===== src/rtl/uart_byte_fifo_sequencer_if.sv =====
// uart_byte_fifo_sequencer_if: RX strobe in, TX launch/handshake, and FIFO status bundle
interface uart_byte_fifo_sequencer_if #(parameter int ADDR_W = 4);
  logic i_RX_DV;
  logic [7:0] i_RX_Byte;
  logic i_TX_Active;
  logic i_TX_Done;
  logic o_TX_DV;
  logic [7:0] o_TX_Byte;
  logic [7:0] o_Last_Byte;
  logic [ADDR_W:0] o_Count;
  logic o_Empty;
  logic o_Full;
  logic o_Overflow;
  modport slave (
    input i_RX_DV, i_RX_Byte, i_TX_Active, i_TX_Done,
    output o_TX_DV, o_TX_Byte, o_Last_Byte, o_Count, o_Empty, o_Full, o_Overflow
  );
  modport master (
    output i_RX_DV, i_RX_Byte, i_TX_Active, i_TX_Done,
    input o_TX_DV, o_TX_Byte, o_Last_Byte, o_Count, o_Empty, o_Full, o_Overflow
  );
endinterface


===== src/rtl/uart_byte_fifo_sequencer.sv =====
// uart_byte_fifo_sequencer: buffers UART RX bytes and launches them one at a time into UART TX
module uart_byte_fifo_sequencer #(
  parameter int DEPTH = 16,
  parameter int ADDR_W = 4
) (
  input logic i_Clk,
  input logic i_Rst,
  uart_byte_fifo_sequencer_if.slave bus
);
  localparam logic [0:0] IDLE = 1'b0;
  localparam logic [0:0] WAIT_DONE = 1'b1;
  logic [7:0] mem_q [DEPTH];
  logic [ADDR_W-1:0] wr_ptr_q, wr_ptr_d, rd_ptr_q, rd_ptr_d;
  logic [ADDR_W:0] count_q, count_d;
  logic [0:0] state_q, state_d;
  logic tx_dv_q, tx_dv_d, ovf_q, ovf_d;
  logic [7:0] tx_byte_q, tx_byte_d, last_q, last_d;
  logic empty, full, pop, push;
  assign empty = count_q == '0;
  assign full = count_q == (ADDR_W+1)'(DEPTH);
  // TX_Active gating also covers a transmitter still busy after this block is reset
  assign pop = state_q == IDLE && !empty && !bus.i_TX_Active;
  assign push = bus.i_RX_DV && (!full || pop);
  always_comb begin
    wr_ptr_d = push ? wr_ptr_q + ADDR_W'(1) : wr_ptr_q;
    rd_ptr_d = pop ? rd_ptr_q + ADDR_W'(1) : rd_ptr_q;
    count_d = count_q + (ADDR_W+1)'(push) - (ADDR_W+1)'(pop);
    state_d = state_q == IDLE ? (pop ? WAIT_DONE : IDLE) : (bus.i_TX_Done ? IDLE : WAIT_DONE);
    tx_dv_d = pop;
    tx_byte_d = pop ? mem_q[rd_ptr_q] : tx_byte_q;
    last_d = bus.i_RX_DV ? bus.i_RX_Byte : last_q;
    ovf_d = ovf_q | (bus.i_RX_DV && !push);
  end
  always_ff @(posedge i_Clk) begin
    if (i_Rst) begin
      wr_ptr_q <= '0;
      rd_ptr_q <= '0;
      count_q <= '0;
      state_q <= IDLE;
      tx_dv_q <= 1'b0;
      tx_byte_q <= '0;
      last_q <= '0;
      ovf_q <= 1'b0;
    end else begin
      wr_ptr_q <= wr_ptr_d;
      rd_ptr_q <= rd_ptr_d;
      count_q <= count_d;
      state_q <= state_d;
      tx_dv_q <= tx_dv_d;
      tx_byte_q <= tx_byte_d;
      last_q <= last_d;
      ovf_q <= ovf_d;
    end
  end
  always_ff @(posedge i_Clk) begin
    if (push) mem_q[wr_ptr_q] <= bus.i_RX_Byte;
  end
  assign bus.o_TX_DV = tx_dv_q;
  assign bus.o_TX_Byte = tx_byte_q;
  assign bus.o_Last_Byte = last_q;
  assign bus.o_Count = count_q;
  assign bus.o_Empty = empty;
  assign bus.o_Full = full;
  assign bus.o_Overflow = ovf_q;
endmodule

===== src/flat_wrapper.sv =====
// flat-port wrapper written by rule: the top's interface ports become plain ports
module uart_byte_fifo_sequencer_flat 
#(
  parameter int DEPTH = 16,
  parameter int ADDR_W = 4
)
  (i_Clk, i_Rst, bus_i_RX_DV, bus_i_RX_Byte, bus_i_TX_Active, bus_i_TX_Done, bus_o_TX_DV, bus_o_TX_Byte, bus_o_Last_Byte, bus_o_Count, bus_o_Empty, bus_o_Full, bus_o_Overflow);
  uart_byte_fifo_sequencer_if #(.ADDR_W(ADDR_W)) bus_i ();
  input logic i_Clk;
  input logic i_Rst;
  input wire logic [$bits(bus_i.i_RX_DV)-1:0] bus_i_RX_DV;
  input wire logic [$bits(bus_i.i_RX_Byte)-1:0] bus_i_RX_Byte;
  input wire logic [$bits(bus_i.i_TX_Active)-1:0] bus_i_TX_Active;
  input wire logic [$bits(bus_i.i_TX_Done)-1:0] bus_i_TX_Done;
  output wire logic [$bits(bus_i.o_TX_DV)-1:0] bus_o_TX_DV;
  output wire logic [$bits(bus_i.o_TX_Byte)-1:0] bus_o_TX_Byte;
  output wire logic [$bits(bus_i.o_Last_Byte)-1:0] bus_o_Last_Byte;
  output wire logic [$bits(bus_i.o_Count)-1:0] bus_o_Count;
  output wire logic [$bits(bus_i.o_Empty)-1:0] bus_o_Empty;
  output wire logic [$bits(bus_i.o_Full)-1:0] bus_o_Full;
  output wire logic [$bits(bus_i.o_Overflow)-1:0] bus_o_Overflow;
  assign bus_i.i_RX_DV = bus_i_RX_DV;
  assign bus_i.i_RX_Byte = bus_i_RX_Byte;
  assign bus_i.i_TX_Active = bus_i_TX_Active;
  assign bus_i.i_TX_Done = bus_i_TX_Done;
  assign bus_o_TX_DV = bus_i.o_TX_DV;
  assign bus_o_TX_Byte = bus_i.o_TX_Byte;
  assign bus_o_Last_Byte = bus_i.o_Last_Byte;
  assign bus_o_Count = bus_i.o_Count;
  assign bus_o_Empty = bus_i.o_Empty;
  assign bus_o_Full = bus_i.o_Full;
  assign bus_o_Overflow = bus_i.o_Overflow;
  uart_byte_fifo_sequencer #(.DEPTH(DEPTH), .ADDR_W(ADDR_W)) u_core (.i_Clk(i_Clk), .i_Rst(i_Rst), .bus(bus_i));
endmodule

===== config.mk =====
export PLATFORM = sky130hd
export DESIGN_NAME = uart_byte_fifo_sequencer_flat
export DESIGN_NICKNAME = d
export VERILOG_FILES = /design/src/rtl/uart_byte_fifo_sequencer_if.sv /design/src/rtl/uart_byte_fifo_sequencer.sv /design/src/flat_wrapper.sv
export SDC_FILE = /design/constraint.sdc
export NUM_CORES = 1
export LEC_CHECK = 0
export CAP_MARGIN = 20
export CORE_MARGIN = 2
export CORE_UTILIZATION = 59
export DETAILED_ROUTE_END_ITERATION = 6
export GPL_ROUTABILITY_DRIVEN = 0
export PLACE_DENSITY = 0.79
export SLEW_MARGIN = 25
export SYNTH_ARGS = -nofsm -noshare
export SYNTH_HDL_FRONTEND = slang
export SYNTH_SLANG_ARGS = --single-unit

===== constraint.sdc =====
create_clock -name i_Clk -period 3.2 [get_ports i_Clk]
set_input_delay 0.96 -clock i_Clk [delete_from_list [all_inputs] [get_ports i_Clk]]
set_output_delay 0.96 -clock i_Clk [all_outputs]
set_load 0.01 [all_outputs]

==> metrics.yaml <==
status: "completed"
max_stage_delay_ns: 0.53
power.density_nw_per_um2: 725
htree_levels: 4
crit_end: "bus_o_Full"
worstMarginPinSlew_ns: 0.874
end_kind: "output port"
hold_violations: 0
die_area_um2: 11600
clock_skew_ns: 0.00555
seq_area_frac_synth_pct: 71.0
maxCapViolations: 0
drtIter0Drc: 315
synth_warnings: 0
place_ws_ns: -0.0635
p_leak_nw: 2.53
slowest_stage: "clkdlybuf4s50_1"
period_needed_ns: 2.90
path_common_cell: "inv_1"
worst_setup_path_start_kind: "flip-flop"
routedWlPerCell_um: 21.8
routed_via_density: 5.89
synth_area_um2: 6320
cts_buffers: 17
gr-total-overflow: 0
regToRegStartpoint: "u_core.bus.o_Count[2]"
relSlewSlack_pct: 41.5
io_pins: 38
synth_cells: 354
antenna_found_initial: 0
io_buffers: 37
core_area_um2: 10400
drtPass1Iterations: 5
worstSetupStartpoint: "u_core.bus.o_Count[2]"
grt_max_degree: 35
yosys-top-cells-area: "edfxtp_1 (61%), mux4_2 (11%), dfxtp_1 (10%)"
synthArstFlopShare_pct: 0
nNetsFinal: 440
crit_chain: "inv_1, ha_1, nand4bb_1, inv_1, clkdlybuf4s50_1"
die_w_um: 107
area_delta_synth_final_pct: 18.8
finalCritPeriodShare_pct: 90.6
peakVddDrop_mv: 0.470
drive_above_1_share_pct: 22.0
clockBufferDepth: 2
worst-path-max-fanout: 5
track_usage_pct: 23.3
synth_area_per_cell_um2: 17.9
fillCellCount: 638
finalSetupViolations: 0
ys_types: 35
maxSlewViolCount: 0
drc: 0
via_count: 3321
cts_tree: "done"
worstReg2RegEnd: "u_core.bus.o_Count[4]"
cp.arrival_ns: 1.94
place_area_um2: 6930
hold_path.class: "reg -> reg"
ff2ff_path_depth: 13
drt-total-wl_um: 12300
final_area_um2: 7510
total_power_mw: 5.45
ctsRootBufferMaster: "clkbuf_8"
dp_hpwl_um: 7680
path_class: "reg -> out"
rows: 37
clkTransAtPathRegs_ns: 0.07
setup_ws_ns: 0.299
synth_top_area_share_pct: 60.8
syn_nets: 379
required_ns: 2.24
synthTopCellsByCount: "edfxtp_1 (128), nor2_1 (33), dfxtp_1 (32), mux4_2 (32), mux2i_1 (25)"
synth_edf_count: 128
chipHeight_um: 107
placedCellCount: 532
initial_utilization_pct: 60.9
n_antenna_cell: 0
finalNonFillerCells: 564
synthFlopType: "edfxtp_1"
yosys_register_bits: 160
ff2ff_setup_slack_ns: 0.33
synth_top_area_cell: "edfxtp_1"
fmax_mhz: 345
ant_nets: 0
rsz0062_at_grt: "no"
grt_pass1_wl_um: 19000
worstSkewPairLatency_ns: 0.52
clock-sinks: 160
synth.most_common_cell: "edfxtp_1"
grt_pass1_vias: 3309
worst min-delay path by stage:
stage,slack (ns),startpoint,depth (start not counted),endpoint
2_1_floorplan,0.46,u_core.state_q,2,u_core.state_q
3_3_place_gp,0.46,u_core.bus.o_Overflow,2,u_core.bus.o_Overflow
3_5_place_dp,0.47,u_core.bus.o_Overflow,2,u_core.bus.o_Overflow
4_1_cts,0.49,u_core.bus.o_Overflow,2,u_core.bus.o_Overflow
5_1_grt,0.51,u_core.state_q,2,u_core.state_q
6_report,0.48,u_core.bus.o_Overflow,2,u_core.bus.o_Overflow
area by class of cell:
cell class	instances	area (µm²)	area share (%)
sequential	160	4490	59.7
multi-input combinational	164	1680	22.4
timing repair buffer	61	553	7.36
clock buffer	17	414	5.51
tap	136	170	2.27
clock inverter	15	161	2.15
inverter	11	41.3	0.550
critical path, delay by kind of cell (launching register included):
kind	cells	cell delay, ns
AND/OR/NAND/NOR	1	0.23
flip-flops	1	0.33
adder cells (fa/ha/maj)	1	0.16
buffers and inverters	3	0.71
registers in the layout, indices dropped and copies added, names as in the netlist:
register	flops
u_core.wr_ptr_q	4
u_core.bus.o_Count	5
u_core.bus.o_Overflow	1
u_core.rd_ptr_q	4
u_core.bus.o_Last_Byte	8
u_core.mem_q	128
u_core.bus.o_TX_Byte	8
u_core.bus.o_TX_DV	1
u_core.state_q	1
where the power goes:
part	total, mW	internal, mW	switching [mW]
Combinational	1.03	0.543	0.487
Sequential	2.49	2.37	0.122
Clock	1.93	1.11	0.814
timing repair:
item / in CTS / in global routing
resized for setup: 0 / 1
endpoints found under the setup margin: 0 / 1
setup buffers: 0 / 0
hold buffers: 0 / 0
routing by layer:
layer / up-vias / wire (µm) / global-route usage, %
li1: 1494 / - / -
met1: 1688 / 5180 / 32.7
met2: 122 / 6080 / 35.1
met3: 17 / 882 / 7.87
met4: 0 / 177 / 7.14
met5: - / 0 / 0
layout by cell type (no fill, tap or decap), types with 3 or more instances in the layout:
cell | synthesis | final
mux4_2 | 32 | 32
clkinvlp_4 | 0 | 10
clkdlybuf4s50_1 | 0 | 36
xor2_1 | 5 | 5
nand2b_1 | 3 | 3
clkbuf_16 | 0 | 16
inv_1 | 10 | 10
mux2i_1 | 25 | 25
buf_4 | 2 | 24
inv_6 | 0 | 3
xnor2_1 | 4 | 4
ha_1 | 11 | 11
dfxtp_1 | 32 | 31
a21oi_1 | 6 | 6
edfxtp_1 | 128 | 128
o221ai_1 | 8 | 8
nand3b_1 | 8 | 8
nand2_1 | 6 | 6
nor2_1 | 33 | 33
nor3_1 | 4 | 4
stage by stage:
stage	TNS, ns	hold WS, ns	util [%]
finish	0	0.481	72.4
global route	0	0.510	72.4
CTS	0	0.488	72.4
detailed placement	-0.0635	0.470	66.8
global placement	-0.00705	0.457	66.8
floorplan	0	0.461	-
kinds of logic after synthesis:
| kind of cell | synth area share, % |
|---|---|
| simple gates | 5.40 |
| compound gates | 2.14 |
| fa+ha+maj | 2.49 |
| xor+xnor | 1.25 |
| buf+inv | 2.40 |
| mux | 15.4 |
| flops | 71.0 |
Note: power is estimated with default switching activity, not from simulation.
